### config.mk
export PLATFORM = sky130hd
export DESIGN_NAME = ins_fetch
export DESIGN_NICKNAME = d
export VERILOG_FILES = /design/src/rtl/upower_pkg.sv /design/src/rtl/fetch_fifo.sv /design/src/rtl/ins_fetch.sv
export SDC_FILE = /design/constraint.sdc
export NUM_CORES = 1
export LEC_CHECK = 0
export BUFFER_PORTS_ARGS = -buffer_cell sky130_fd_sc_hd__buf_2
export CAP_MARGIN = 10
export CORE_MARGIN = 4
export CORE_UTILIZATION = 51
export CTS_CLUSTER_DIAMETER = 120
export DETAILED_ROUTE_END_ITERATION = 8
export GPL_ROUTABILITY_DRIVEN = 0
export PLACE_DENSITY_LB_ADDON = 0.1
export SLEW_MARGIN = 20
export SYNTH_ARGS = -nofsm -noshare
export SYNTH_HDL_FRONTEND = slang
export SYNTH_HIERARCHICAL = 1
export SYNTH_SLANG_ARGS = --single-unit
### constraint.sdc
create_clock -name clk -period 3.6 [get_ports clk]
set_clock_uncertainty 0.1 [all_clocks]
set_input_delay 0.54 -clock clk [delete_from_list [all_inputs] [get_ports clk]]
set_output_delay 0.54 -clock clk [all_outputs]
set_load 0.01 [all_outputs]
### src/rtl/upower_pkg.sv
// upower_pkg: shared widths, PC step and fetch FSM encodings for the fetch stage.
package upower_pkg;
    localparam int INSTR_W = 32;
    localparam int ADDR_W  = 32;
    localparam int PC_STEP = 4;
    typedef enum logic [1:0] {BOOT = 2'd0, RUN = 2'd1, DRAIN = 2'd2} fetch_state_e;
endpackage

### src/rtl/fetch_fifo.sv
// fetch_fifo: small synchronous FIFO of {pc, word} entries; flush beats push and pop.
module fetch_fifo #(
    parameter int            DEPTH   = 2,
    parameter int            W       = 64,
    parameter logic [W-1:0]  RST_VAL = '0
) (
    input  logic                     clk,
    input  logic                     rst_n,
    input  logic                     push_i,
    input  logic                     pop_i,
    input  logic                     flush_i,
    input  logic [W-1:0]             din_i,
    output logic [W-1:0]             dout_o,
    output logic                     empty_o,
    output logic                     full_o,
    output logic [$clog2(DEPTH):0]   count_o
);
    localparam int AW = (DEPTH > 1) ? $clog2(DEPTH) : 1;
    localparam int CW = $clog2(DEPTH) + 1;

    logic [W-1:0]  mem_q [DEPTH];
    logic [AW-1:0] wr_q, wr_d, rd_q, rd_d;
    logic [CW-1:0] cnt_q, cnt_d;

    function automatic logic [AW-1:0] nxt(input logic [AW-1:0] p);
        return (p == AW'(DEPTH - 1)) ? '0 : p + 1'b1;
    endfunction

    always_comb begin
        wr_d  = flush_i ? '0 : push_i ? nxt(wr_q) : wr_q;
        rd_d  = flush_i ? '0 : pop_i ? nxt(rd_q) : rd_q;
        cnt_d = flush_i ? '0 : cnt_q + CW'(push_i) - CW'(pop_i);
    end

    always_ff @(posedge clk or negedge rst_n) begin
        if (!rst_n) begin
            wr_q  <= '0;
            rd_q  <= '0;
            cnt_q <= '0;
        end else begin
            wr_q  <= wr_d;
            rd_q  <= rd_d;
            cnt_q <= cnt_d;
        end
    end

    // Storage is reset so the head reads as RST_VAL straight out of reset.
    always_ff @(posedge clk or negedge rst_n) begin
        if (!rst_n) begin
            for (int i = 0; i < DEPTH; i++) mem_q[i] <= RST_VAL;
        end else if (push_i && !flush_i) begin
            mem_q[wr_q] <= din_i;
        end
    end

    assign dout_o  = mem_q[rd_q];
    assign empty_o = (cnt_q == '0);
    assign full_o  = (cnt_q == CW'(DEPTH));
    assign count_o = cnt_q;
endmodule

### src/rtl/ins_fetch.sv
// ins_fetch: owns the PC, issues credit-limited word fetches and hands buffered
// {pc, word} pairs to the parser; redirects flush buffered and in-flight fetches.
module ins_fetch
    import upower_pkg::*;
#(
    parameter int                ADDR_W   = upower_pkg::ADDR_W,
    parameter logic [ADDR_W-1:0] RESET_PC = '0,
    parameter int                DEPTH    = 2
) (
    input  logic               clk,
    input  logic               rst_n,
    output logic               imem_req,
    output logic [ADDR_W-1:0]  imem_addr,
    input  logic               imem_gnt,
    input  logic               imem_rvalid,
    input  logic [INSTR_W-1:0] imem_rdata,
    input  logic               redirect,
    input  logic [ADDR_W-1:0]  redirect_pc,
    output logic [INSTR_W-1:0] instruction,
    output logic [ADDR_W-1:0]  p_count,
    output logic               ins_valid,
    input  logic               ins_ready
);
    localparam int                OW   = $clog2(DEPTH) + 1;
    localparam int                FW   = ADDR_W + INSTR_W;
    localparam logic [ADDR_W-1:0] STEP = ADDR_W'(PC_STEP);

    fetch_state_e      state_q, state_d;
    logic [ADDR_W-1:0] fetch_pc_q, fetch_pc_d, resp_pc_q, resp_pc_d, target;
    logic [OW-1:0]     out_q, out_d, occ;
    logic [FW-1:0]     head;
    logic              issue, push, pop, empty, full, credit;
    logic              unused_ok;

    assign target    = {redirect_pc[ADDR_W-1:2], 2'b00};
    assign credit    = ({1'b0, out_q} + {1'b0, occ}) < (OW + 1)'(DEPTH);
    assign issue     = imem_req & imem_gnt;
    assign push      = imem_rvalid & (state_q == RUN) & ~redirect;
    assign pop       = ins_valid & ins_ready;
    assign imem_addr = fetch_pc_q;
    assign {p_count, instruction} = head;
    assign unused_ok = ^{redirect_pc[1:0], full};

    always_ff @(posedge clk or negedge rst_n) begin
        if (!rst_n) state_q <= BOOT;
        else        state_q <= state_d;
    end

    // Requests are suppressed on a redirect cycle, so out_d there is the count after the response.
    always_comb begin
        state_d = state_q;
        case (state_q)
            BOOT:    state_d = RUN;
            RUN:     state_d = (redirect && out_d != '0) ? DRAIN : RUN;
            DRAIN:   state_d = (redirect || out_d != '0) ? DRAIN : RUN;
            default: state_d = BOOT;
        endcase
    end

    always_comb begin
        imem_req  = (state_q == RUN) & credit & ~redirect;
        ins_valid = ~empty & ~redirect;
    end

    always_comb begin
        out_d      = out_q + OW'(issue) - OW'(imem_rvalid);
        fetch_pc_d = redirect ? target : issue ? fetch_pc_q + STEP : fetch_pc_q;
        resp_pc_d  = redirect ? target : push ? resp_pc_q + STEP : resp_pc_q;
    end

    always_ff @(posedge clk or negedge rst_n) begin
        if (!rst_n) begin
            fetch_pc_q <= RESET_PC;
            resp_pc_q  <= RESET_PC;
            out_q      <= '0;
        end else begin
            fetch_pc_q <= fetch_pc_d;
            resp_pc_q  <= resp_pc_d;
            out_q      <= out_d;
        end
    end

    fetch_fifo #(
        .DEPTH   (DEPTH),
        .W       (FW),
        .RST_VAL ({RESET_PC, INSTR_W'(0)})
    ) u_fifo (
        .clk     (clk),
        .rst_n   (rst_n),
        .push_i  (push),
        .pop_i   (pop),
        .flush_i (redirect),
        .din_i   ({resp_pc_q, imem_rdata}),
        .dout_o  (head),
        .empty_o (empty),
        .full_o  (full),
        .count_o (occ)
    );

    overflow_chk: assert property (@(posedge clk) disable iff (!rst_n) !(imem_rvalid && full));
endmodule
# ---- After elaboration in Yosys (flattened, before gate mapping)
# Index checks and enable logic that the tools add are counted.
dict set report word_totals {
  register_bits 200
  in_bits 70
}
dict set report op_classes {
  n_addsub 9
  order_cmp 4
  n_eq_ne 2
  mux 20
  n_bitwise 11
  n_reduce_logical 11
}
# operator count
set op_table {}
lappend op_table {{2-to-1 mux 64 bit} 4}
lappend op_table {{bitwise mux 128 bit} 1}
lappend op_table {{2-to-1 mux 32 bit} 4}
lappend op_table {{adder 32 x 3 -> 32 bit, second input constant} 2}
lappend op_table {{demux 64 bit (select 1 bit)} 1}
lappend op_table {{nonzero test 2 bit} 4}
lappend op_table {{bitwise AND 1 bit} 7}
lappend op_table {{2-to-1 mux 1 bit} 6}
lappend op_table {{2-to-1 mux 2 bit} 3}
lappend op_table {{case mux 2 bit (3 select lines)} 1}
lappend op_table {{adder 2 x 1 -> 2 bit} 2}
lappend op_table {{>= comparator 2 bit, second input constant} 2}
lappend op_table {{zero test 2 bit} 2}
lappend op_table {{inverter 1 -> 2 bit} 2}
lappend op_table {{subtractor 2 x 1 -> 2 bit} 2}
lappend op_table {{adder 2 x 2 -> 3 bit} 1}
lappend op_table {{logical AND 1 bit} 3}
lappend op_table {{< comparator 3 x 2 -> 1 bit, second input constant} 1}
lappend op_table {{adder 1 bit, second input constant} 2}
lappend op_table {{equality test 2 x 1 -> 1 bit, second input constant} 1}
lappend op_table {{equality test 2 bit, second input constant} 1}
lappend op_table {{< comparator 2 x 1 -> 1 bit, second input constant} 1}
lappend op_table {{inverter 1 bit} 2}
lappend op_table {{zero test 1 bit} 1}
lappend op_table {{logical OR 1 bit} 1}

# ---- Logic depth before layout (Yosys ltp)
# Gate-level depths: netlist of the first run.
dict set report logic_depth {
  ltp_word 11
  depth_mapped 14
}

# ---- Modules after synthesis
# Netlist of the first run, hierarchy kept.
# mod n_inst cells_per_inst area_per_inst_um2 seq_area_each_um2
set modules_own_cells {}
lappend modules_own_cells {fetch_fifo 1 360 6058.3 3303.2}
lappend modules_own_cells {ins_fetch 1 405 3717.3 1601.5}

# ---- Worst setup path after synthesis of the first run
# Ideal clock, no wire load.
dict set report synth_timing {
  kind {flip-flop to flip-flop}
  start {reg u_fifo.cnt_q[0], in the netlist u_fifo/count_o[0]}
  end {reg state_q[1]}
  arrival_ns 3.125
  path_slack_ns 0.255
  stages_incl_launch_ff 14
  path_buffers 1
  cell_sequence {dfrtp_1 -> and2_1 -> fa_1 -> nand4bb_1 -> nor2_2 -> inv_1 -> buf_1 -> ha_1 -> inv_1 -> ha_1 -> xnor2_1 -> xnor2_1 -> or2_2 -> a31o_2}
}
dict set report synth_between {
  elab_chain_cells 11
  word_cells_on_any_way 13
}
# item line_no
set synth_rtl {}
lappend synth_rtl {{start: declaration} fetch_fifo.sv:23} ;# logic [CW-1:0] cnt_q, cnt_d;
lappend synth_rtl {{start signal: assignment} fetch_fifo.sv:43} ;# cnt_q <= cnt_d;
lappend synth_rtl {{adder 2 x 2 -> 3 bit (*)} ins_fetch.sv:36} ;# assign credit = ({1'b0, out_q} + {1'b0, occ}) < (OW + 1)'(DEPTH);
lappend synth_rtl {{< comparator 3 x 2 -> 1 bit (*)} ins_fetch.sv:36}
lappend synth_rtl {{bitwise AND 1 bit (*) (2 in a row)} ins_fetch.sv:61} ;# imem_req = (state_q == RUN) & credit & ~redirect;
lappend synth_rtl {{bitwise AND 1 bit (*)} ins_fetch.sv:37} ;# assign issue = imem_req & imem_gnt;
lappend synth_rtl {{adder 2 x 1 -> 2 bit (*)} ins_fetch.sv:66} ;# out_d = out_q + OW'(issue) - OW'(imem_rvalid);
lappend synth_rtl {{subtractor 2 x 1 -> 2 bit (*)} ins_fetch.sv:66}
lappend synth_rtl {{net out_d[1]} ins_fetch.sv:30} ;# logic [OW-1:0] out_q, out_d, occ;
lappend synth_rtl {{nonzero test 2 bit (*)} {ins_fetch.sv:54, ins_fetch.sv:55}}
lappend synth_rtl {{logical OR 1 bit or logical AND 1 bit (tied branches)} {ins_fetch.sv:55, ins_fetch.sv:54}}
lappend synth_rtl {{2-to-1 mux 2 bit, on equally long branches} {ins_fetch.sv:55, ins_fetch.sv:54}}
lappend synth_rtl {{case mux 2 bit (3 select lines) (*)} ins_fetch.sv:52} ;# case (state_q)
lappend synth_rtl {{net state_d[1]} ins_fetch.sv:28} ;# fetch_state_e state_q, state_d;
lappend synth_rtl {{end signal: assignment} ins_fetch.sv:46} ;# else state_q <= state_d;
lappend synth_rtl {{end: declaration} ins_fetch.sv:28}
# The timed path passes the listed nets; every way through them passes the cells marked *.
# A chain may end at the register's enable or synchronous reset.

# ---- Final worst setup path of the first run
# Ends and elaborated chain as after synthesis.

==> reports/metrics.csv, run 1 <==
metric,value,unit
run status,finished clean,
setup tns final,0,ps
internal cell power,0.00558,W
Mapped Cells,764,
Least-Margin Pin Slew,1060,ps
io pins,168,
clock buffer depth,2,
clk root buf,clkbuf_16,
Synth-to-Final Area Change,16.3,%
Peak VDD IR,0.000363,V
RSZ-0062 raised after global routing,false,
area of the multi-input gates,0.00452,mm^2
pin count of the biggest net entering global routing,98,
Avg Inst Size Synth,12.8,um^2
Total Wirelength,22.3,mm
fin. max-slew vios,0,
post_cts resized,0,
H-Tree Level Count,4,
Pwr Total,0.00801,W
via-per-instance ratio,5.71,
final setup fails,0,
PD cells,705,mW/mm^2
Starting Density,0.521,
Lkg Pwr,5.33,nW
clk_lat worst skew,420,ps
CP startpoint kind,flip-flop,
Max Cap Viol,0,
Hold Crit Class,in -> async,
CP max-delay cell,fa_1,
R2R setup slack,590,ps
sw frac,0.303,
Inst Count DP,1140,
Die X,146,um
Setup crit end,state_q[1],
clk slew on worst S/H paths,70,ps
Switch Pwr,0.00243,W
core area,0.0188,mm^2
initial antenna violation count,0,
Yosys warnings,6,
WP data required,3810,ps
dpl hpwl,15.2,mm
mapped cell area,0.00977,mm^2
worst r2r src,u_fifo/count_o[0],
first-pass GRT wire length,36.7,mm
clock sinks,196,
TritonCTS Buffers,17,
Port Buffers,163,
clock power share,0.251,
Critical Path AT,3220,ps
CP Class,reg -> reg,
fin crit period,3010,ps
crit-path cells,and2_1 > fa_1 > nand4bb_1 > nor2_2 > inv_1 > ha_1 > inv_1 > ha_1 > xnor2_1 > xnor2_1 > or2_2 > a31o_2,
fmax,332,MHz
terminus of the critical flop-to-flop path,state_q[1],
DRC violations left,0,
DR vias,6682,
fill cell count,1533,
number of nets in the layout,1002,
proportion of power drawn by combinational gates,0.320,
"non-filler cells, final",1171,
critical path endpoint category,flip-flop,
Std-Cell Rows,50,
period utilization,0.837,
Slew headroom,0.293,
vias in the first global route,6951,
area of the die,0.0214,mm^2
# hold bufs at CTS,0,
Overflow after GRT,0,
R2R depth,12,
Reg power frac,0.429,
Tot GR Track Use,0.210,
"Hold Vio Cnt, Final",0,
1st-iter DRT viols,282,
Diodes inserted,0,
share of layout cells above drive strength 1,0.445,
Critical Path Start,u_fifo/count_o[0],
die height,146,um
drt pass-1 iters,5,
Antenna Nets Post-Route,0,
setup bufs post-CTS,0,
CTS tree,built,
WL per Instance,19.0,um
Critical Path Max Stage Delay,450,ps
"Core Util, Final",0.605,
Critical Path Fanout Max,3,
register area,0.00491,mm^2
[state kept, by name, summed over array words and instances, names as in the netlist]
register and flops:
u_fifo/mem_q 128, imem_addr 30, resp_pc_q 30, out_q 2, state_q 2, u_fifo/count_o 2, u_fifo/rd_q 1, u_fifo/wr_q 1
[critical path: cells and delay by family, from the launching register on]
kind | cells | cell delay [ps]
AOI/OAI and AO/OA | 1 | 240
xor gates and xnor gates | 2 | 310
adders and majority gates | 3 | 900
buffers and inverters | 2 | 110
DFF | 1 | 400
and+or+nand+nor | 4 | 850
[cells in the final DEF (no fill, tap or decap), types with 8 or more instances in the layout]
cell	count
o211ai_1	11
o311ai_0	8
buf_2	162
mux2_2	136
nand4_1	20
clkbuf_16	17
nor3_1	12
inv_1	13
o21ai_0	26
dfrtp_1	195
mux2_4	60
xnor2_1	19
nand3_1	35
buf_4	9
nor2_1	30
nand2_1	51
xor2_1	16
[power by group through the flow]
| stage | Combinational, W | Clock (W) | Sequential [W] |
|---|---|---|---|
| after floorplan | 0.00180 | 0 | 0.00332 |
| after global routing | 0.00280 | 0.00214 | 0.00355 |
| after global placement | 0.00251 | 0 | 0.00341 |
| final | 0.00256 | 0.00201 | 0.00344 |
| after CTS | 0.00260 | 0.00205 | 0.00344 |
| after detailed placement | 0.00258 | 0 | 0.00348 |
[worst min-delay path by stage]
stage                       from                end  slack (ps)  depth (start not counted)
3_3_place_gp   u_fifo/mem_q[103]  u_fifo/mem_q[103]         360                          1
2_1_floorplan              rst_n      imem_addr[10]         140                          0
4_1_cts                    rst_n   u_fifo/mem_q[30]         130                          1
6_report                   rst_n   u_fifo/mem_q[26]          90                          1
3_5_place_dp    u_fifo/mem_q[99]   u_fifo/mem_q[99]         380                          1
5_1_grt                    rst_n   u_fifo/mem_q[30]         160                          1
[routing by layer]
layer | routed length (um) | global-route usage | part of all wire | up-vias
met5 | 0 | 0 | 0 | -
met4 | 121 | 0.0499 | 0.0054 | 0
met3 | 1220 | 0.0388 | 0.054 | 8
met2 | 10500 | 0.331 | 0.47 | 226
met1 | 10500 | 0.305 | 0.47 | 3362
li1 | - | - | - | 3086
[cell type report]
class	instances	share of cell area
clock buffer	20	0.0393
clock inverter	11	0.0154
inverter	13	0.00430
multi-input combinational	521	0.398
sequential	196	0.432
tap	234	0.0258
timing repair buffer	176	0.0856
[through the flow]
stage          area, um^2  setup WS (ps)  hold slack (ps)
2_1_floorplan        9790            264              144
3_3_place_gp        10700            629              365
3_5_place_dp        10700            596              379
4_1_cts             11400            573              128
5_1_grt             11400            376              158
6_report            11400            587             89.8
Note: power is estimated with default switching activity, not from simulation.
==> run 2, diff against run 1 <==
- ABC_AREA: not set -> 1
- CORE_UTILIZATION: 51 -> 57
- clock period: 3.6 -> 2.8 ns (I/O delays scaled with it)
==> run 2 against run 1 <==
  * Synthesized cell count is 62% higher
  * Synthesized area up 8.2%
  * Wire length rose by 8.8%
  * Global-route usage grew 2.8 points
  * Count of clock-buffer cells in the layout decreased by 1
  * Core utilization rose by 6.4 points
  * Critical endpoint unchanged
  * Largest cell class unchanged
==> reports/metrics.csv, run 2 <==
metric,value,unit
run status,finished clean,
period utilization,0.947,
fmax,377,MHz
Std-Cell Rows,49,
pin count of the biggest net entering global routing,129,
"Hold Vio Cnt, Final",0,
hold_ws,130,ps
H-Tree Level Count,4,
CTS tree,built,
Max Cap Viol,0,
vias in the first global route,8073,
Critical Path Max Stage Delay,450,ps
"Most flops, register",u_fifo/mem_q,
area of the die,0.0208,mm^2
most frequent cells in the layout,"nand2_1 (371), dfrtp_1 (195), buf_2 (162), inv_1 (135), nor2_1 (70)",
proportion of power drawn by combinational gates,0.343,
number of nets in the layout,1465,
Total Wirelength,24.2,mm
Critical Path AT,2870,ps
Starting Density,0.585,
Mapped Cells,1234,
dpl cell area,0.0115,mm^2
Pwr Total,0.0104,W
share of layout cells above drive strength 1,0.276,
die height,144,um
drt pass-1 iters,5,
dpl hpwl,17.2,mm
fin crit period,2650,ps
first-pass GRT wire length,39.8,mm
fin. max-slew vios,0,
setup tns final,0,ps
Critical Path Fanout Max,3,
io pins,168,
via-per-instance ratio,5.24,
post-route cell area,0.0121,mm^2
CP max-delay cell,fa_1,
mapped cell area,0.0106,mm^2
Overflow after GRT,0,
"commonest non-fill, non-tap cell in the layout",nand2_1,
Tot GR Track Use,0.238,
number of flip-flops in the largest register,128,
final setup fails,0,
DR vias,8539,
clk_lat worst skew,430,ps
CP startpoint kind,flip-flop,
WP data required,3020,ps
metal3 WL,1.30,mm
WL per Instance,14.9,um
clk root buf,clkbuf_16,
sw frac,0.362,
crit-path cells,nand2_1 > inv_2 > fa_1 > nor2_1 > nand2_1 > nor2_2 > nand2_2 > ha_4 > inv_2 > ha_2 > xor2_2 > xnor2_2 > nand2_1 > o21ai_1 > o21ai_1,
RSZ-0062 raised after global routing,true,
Port Buffers,163,
Avg Inst Size Synth,8.57,um^2
1st-iter DRT viols,519,
DRC violations left,0,
critical path endpoint category,flip-flop,
clock buffer depth,2,
Least-Margin Pin Slew,738,ps
Die X,144,um
internal cell power,0.00666,W
CP Class,reg -> reg,
Lkg Pwr,6.08,nW
M1 WL,11.5,mm
clock sinks,196,
Synth-to-Final Area Change,14.5,%
pre-CTS setup slack,92.3,ps
Hold Crit Class,in -> reg,
fin worst setup slack,148,ps
most frequent CP cell,nand2_1,
Antenna Nets Post-Route,0,
Peak VDD IR,0.000505,V
Yosys warnings,6,
TritonCTS Buffers,17,
core area,0.0181,mm^2
Reg power frac,0.432,
Diodes inserted,0,
clk slew on worst S/H paths,80,ps
DR WL met2,11.1,mm
clock power share,0.225,
Switch Pwr,0.00377,W
uppermost layer routed,met4,
Slew headroom,0.508,
PD cells,861,mW/mm^2
initial antenna violation count,0,
[run 2: area by class of cell]
type / count / area, um^2
clock buffers: 19 / 453
clock inverters: 13 / 120
fillers: 1569 / 5980
inverters: 145 / 547
multi-input cells: 847 / 4740
flip-flops and latches: 196 / 4910
well taps: 229 / 287
repair buffers: 181 / 1050
[run 2: worst paths after layout]
kind                                    from                to  slack, ps  cells past startpoint
max                        u_fifo/count_o[0]        state_q[1]        150                     15
min                          redirect_pc[13]     resp_pc_q[13]        130                      3
max reg2reg                u_fifo/count_o[0]        state_q[1]        150                     15
min reg2reg                 u_fifo/mem_q[22]  u_fifo/mem_q[22]        380                      2
max in group asynchronous              rst_n  u_fifo/mem_q[69]       1440                      3
min in group asynchronous              rst_n  u_fifo/mem_q[22]        420                      2
[run 2: through the flow]
step           utilization  instances
2_1_floorplan            -       1237
3_3_place_gp         0.635       1595
3_5_place_dp         0.635       1595
4_1_cts              0.667       1628
5_1_grt              0.669       1630
6_report             0.669       1630
[run 2: metal layers]
metal,global-route usage,up-vias
met1,0.346,4002
met4,0.0653,0
met5,0,-
met2,0.376,245
li1,-,4267
met3,0.0351,25
[run 2: repair_timing]
item	4_1_cts	5_1_grt
setup buffers	0	2
endpoints found under the setup margin	0	1
hold buffers	1	0
gates resized for setup	0	8
endpoints found under the hold margin	53	0
[run 2: critical path: cells and delay by family (launching register included)]
| kind | cells | cell delay, ps |
|---|---|---|
| AO/OA/AOI/OAI | 2 | 210 |
| AND/OR/NAND/NOR | 6 | 540 |
| XOR/XNOR | 2 | 350 |
| buffers and inverters | 2 | 70 |
| flip-flops | 1 | 380 |
| adder cells (fa/ha/maj) | 3 | 880 |
[run 2: power by group through the flow]
stage / Sequential [W] / Combinational, W / Clock (W)
after floorplan: 0.00439 / 0.00248 / 0
after global placement: 0.00451 / 0.00349 / 0
after detailed placement: 0.00454 / 0.00356 / 0
after CTS: 0.00450 / 0.00357 / 0.00241
after global routing: 0.00464 / 0.00404 / 0.00252
final: 0.00450 / 0.00358 / 0.00235
==> run 3, diff against run 2 <==
- CAP_MARGIN: 10 -> not set
- PLACE_DENSITY: not set -> 0.8
- PLACE_DENSITY_LB_ADDON: 0.1 -> not set
- clock period: 2.8 -> 2.82 ns (I/O delays scaled with it)
==> run 3 against run 2 <==
  * Worst setup slack improved by 13 ps
  * Wire length increased by 1.9%
  * Fmax decreased by 0.27%
  * Global-route usage increased by 0.41 points
  * Final cell count increased by 0.25%
  * Die area unchanged
  * Non-clock buffer count increased by 4
  * Sequential share of layout area decreased by 0.17 points
  * Critical path depth unchanged
==> reports/metrics.csv, run 3 (synthesis results as in run 2) <==
metric,value,unit
run status,finished clean,
CP startpoint kind,flip-flop,
drt pass-1 iters,5,
number of flip-flops in the largest register,128,
H-Tree Level Count,4,
Lkg Pwr,6.12,nW
Peak VDD IR,0.000469,V
critical path endpoint category,flip-flop,
WP data required,3040,ps
core area,0.0181,mm^2
Crit path max-delay family,adder cells,
fill cell count,1485,
initial antenna violation count,0,
fin. max-slew vios,0,
via-per-instance ratio,5.34,
PD cells,864,mW/mm^2
CP Class,reg -> reg,
"Hold Vio Cnt, Final",0,
CP max-delay cell,fa_1,
fmax,376,MHz
R2R depth,15,
Antenna Nets Post-Route,0,
clk_lat worst skew,440,ps
Least-Margin Pin Slew,659,ps
CTS tree,built,
final setup fails,0,
pin count of the biggest net entering global routing,93,
Max Cap Viol,0,
setup tns final,0,ps
Starting Density,0.585,
Overflow after GRT,0,
clk root buf,clkbuf_16,
proportion of power drawn by combinational gates,0.345,
Critical Path Fanout Max,2,
TritonCTS Buffers,17,
1st-iter DRT viols,503,
dpl cell area,0.0115,mm^2
Critical Path AT,2880,ps
dpl hpwl,17.4,mm
Total Wirelength,24.7,mm
CP Depth,15,
fin crit period,2660,ps
die height,144,um
most frequent cells in the layout,"nand2_1 (371), dfrtp_1 (195), buf_2 (162), inv_1 (136), nor2_1 (70)",
number of nets in the layout,1469,
Critical path buffers and inverters,2,
"Most flops, register",u_fifo/mem_q,
Die X,144,um
Std-Cell Rows,49,
post-route cell area,0.0122,mm^2
"Core Util, Final",0.672,
clock sinks,196,
DRC violations left,0,
sw frac,0.370,
Synth-to-Final Area Change,15.0,%
Diodes inserted,0,
area of the die,0.0208,mm^2
internal cell power,0.00662,W
clock power share,0.228,
DR vias,8719,
Pwr Total,0.0105,W
R2R setup slack,160,ps
Tot GR Track Use,0.242,
Hold Crit Class,in -> reg,
clk slew on worst S/H paths,80,ps
clock buffer depth,2,
crit-path cells,nand2_1 > inv_1 > fa_1 > nor2_1 > nand2_1 > nor2_2 > nand2_2 > ha_4 > inv_2 > ha_4 > xor2_2 > xnor2_2 > nand2_1 > o21ai_1 > o21ai_1,
most frequent CP cell,nand2_1,
Slew headroom,0.561,
hold_ws,145,ps
WHS Path Cells,3,
Critical Path Max Stage Delay,440,ps
vias in the first global route,8400,
share of layout cells above drive strength 1,0.278,
"commonest non-fill, non-tap cell in the layout",nand2_1,
first-pass GRT wire length,40.6,mm
WL per Instance,15.1,um
Switch Pwr,0.00388,W
Reg power frac,0.427,
io pins,168,
Port Buffers,163,
period utilization,0.943,
run 3: cell types whose count changed in the layout (fill, tap and decap cells not counted), sizes merged:
cell,previous run,this run
clkinvlp,5,1
buf,179,183
clkinv,4,5
clkbuf,20,18
inv,149,154
run 3: final cells by class:
cell class,instances,area [um^2],area share
flip-flops and latches,196,4910,0.404
clock inverters,15,158,0.0130
repair buffers,185,1080,0.0888
multi-input cells,847,4750,0.391
well taps,229,287,0.0236
clock buffers,17,425,0.0350
inverters,145,547,0.0450
run 3: routing by layer:
| metal | wire (um) | vias to the layer above | share of wire | global-route usage |
|---|---|---|---|---|
| met5 | 0 | - | 0 | 0 |
| met4 | 313 | 0 | 0.013 | 0.0638 |
| met3 | 1740 | 23 | 0.070 | 0.0387 |
| met2 | 11400 | 331 | 0.46 | 0.389 |
| met1 | 11200 | 4080 | 0.46 | 0.345 |
| li1 | - | 4285 | - | - |
run 3: tightest hold or removal path: stages:
cell and delay [ps]:
buf_2 90, inv_1 70, o21ai_2 60
run 3: final timing paths:
check	startpoint	to
max	u_fifo/count_o[0]	state_q[1]
min	imem_rdata[0]	u_fifo/mem_q[0]
max reg2reg	u_fifo/count_o[0]	state_q[1]
min reg2reg	u_fifo/mem_q[21]	u_fifo/mem_q[21]
max in group asynchronous	rst_n	resp_pc_q[23]
min in group asynchronous	rst_n	u_fifo/mem_q[89]
run 3: per-stage QoR:
step,cells,setup WS [ps]
global placement,1597,180
floorplan,1237,67.2
CTS,1630,61.1
finish,1634,161
global route,1634,-14.4
detailed placement,1597,86.8
run 3: timing repair:
| item | in CTS | in global routing |
|---|---|---|
| setup endpoints to repair | 0 | 2 |
| resized for setup | 0 | 8 |
| endpoints found under the hold margin | 72 | 0 |
| buffers inserted | 0 | 4 |
| hold buffers | 1 | 0 |
run 3: power by group through the flow:
stage                     Combinational (W)  Sequential [W]  Clock, W
after global placement              0.00344         0.00447         0
after CTS                           0.00357         0.00447   0.00243
after global routing                0.00407         0.00462   0.00256
after floorplan                     0.00246         0.00436         0
after detailed placement            0.00354         0.00451         0
final                               0.00363         0.00448   0.00239
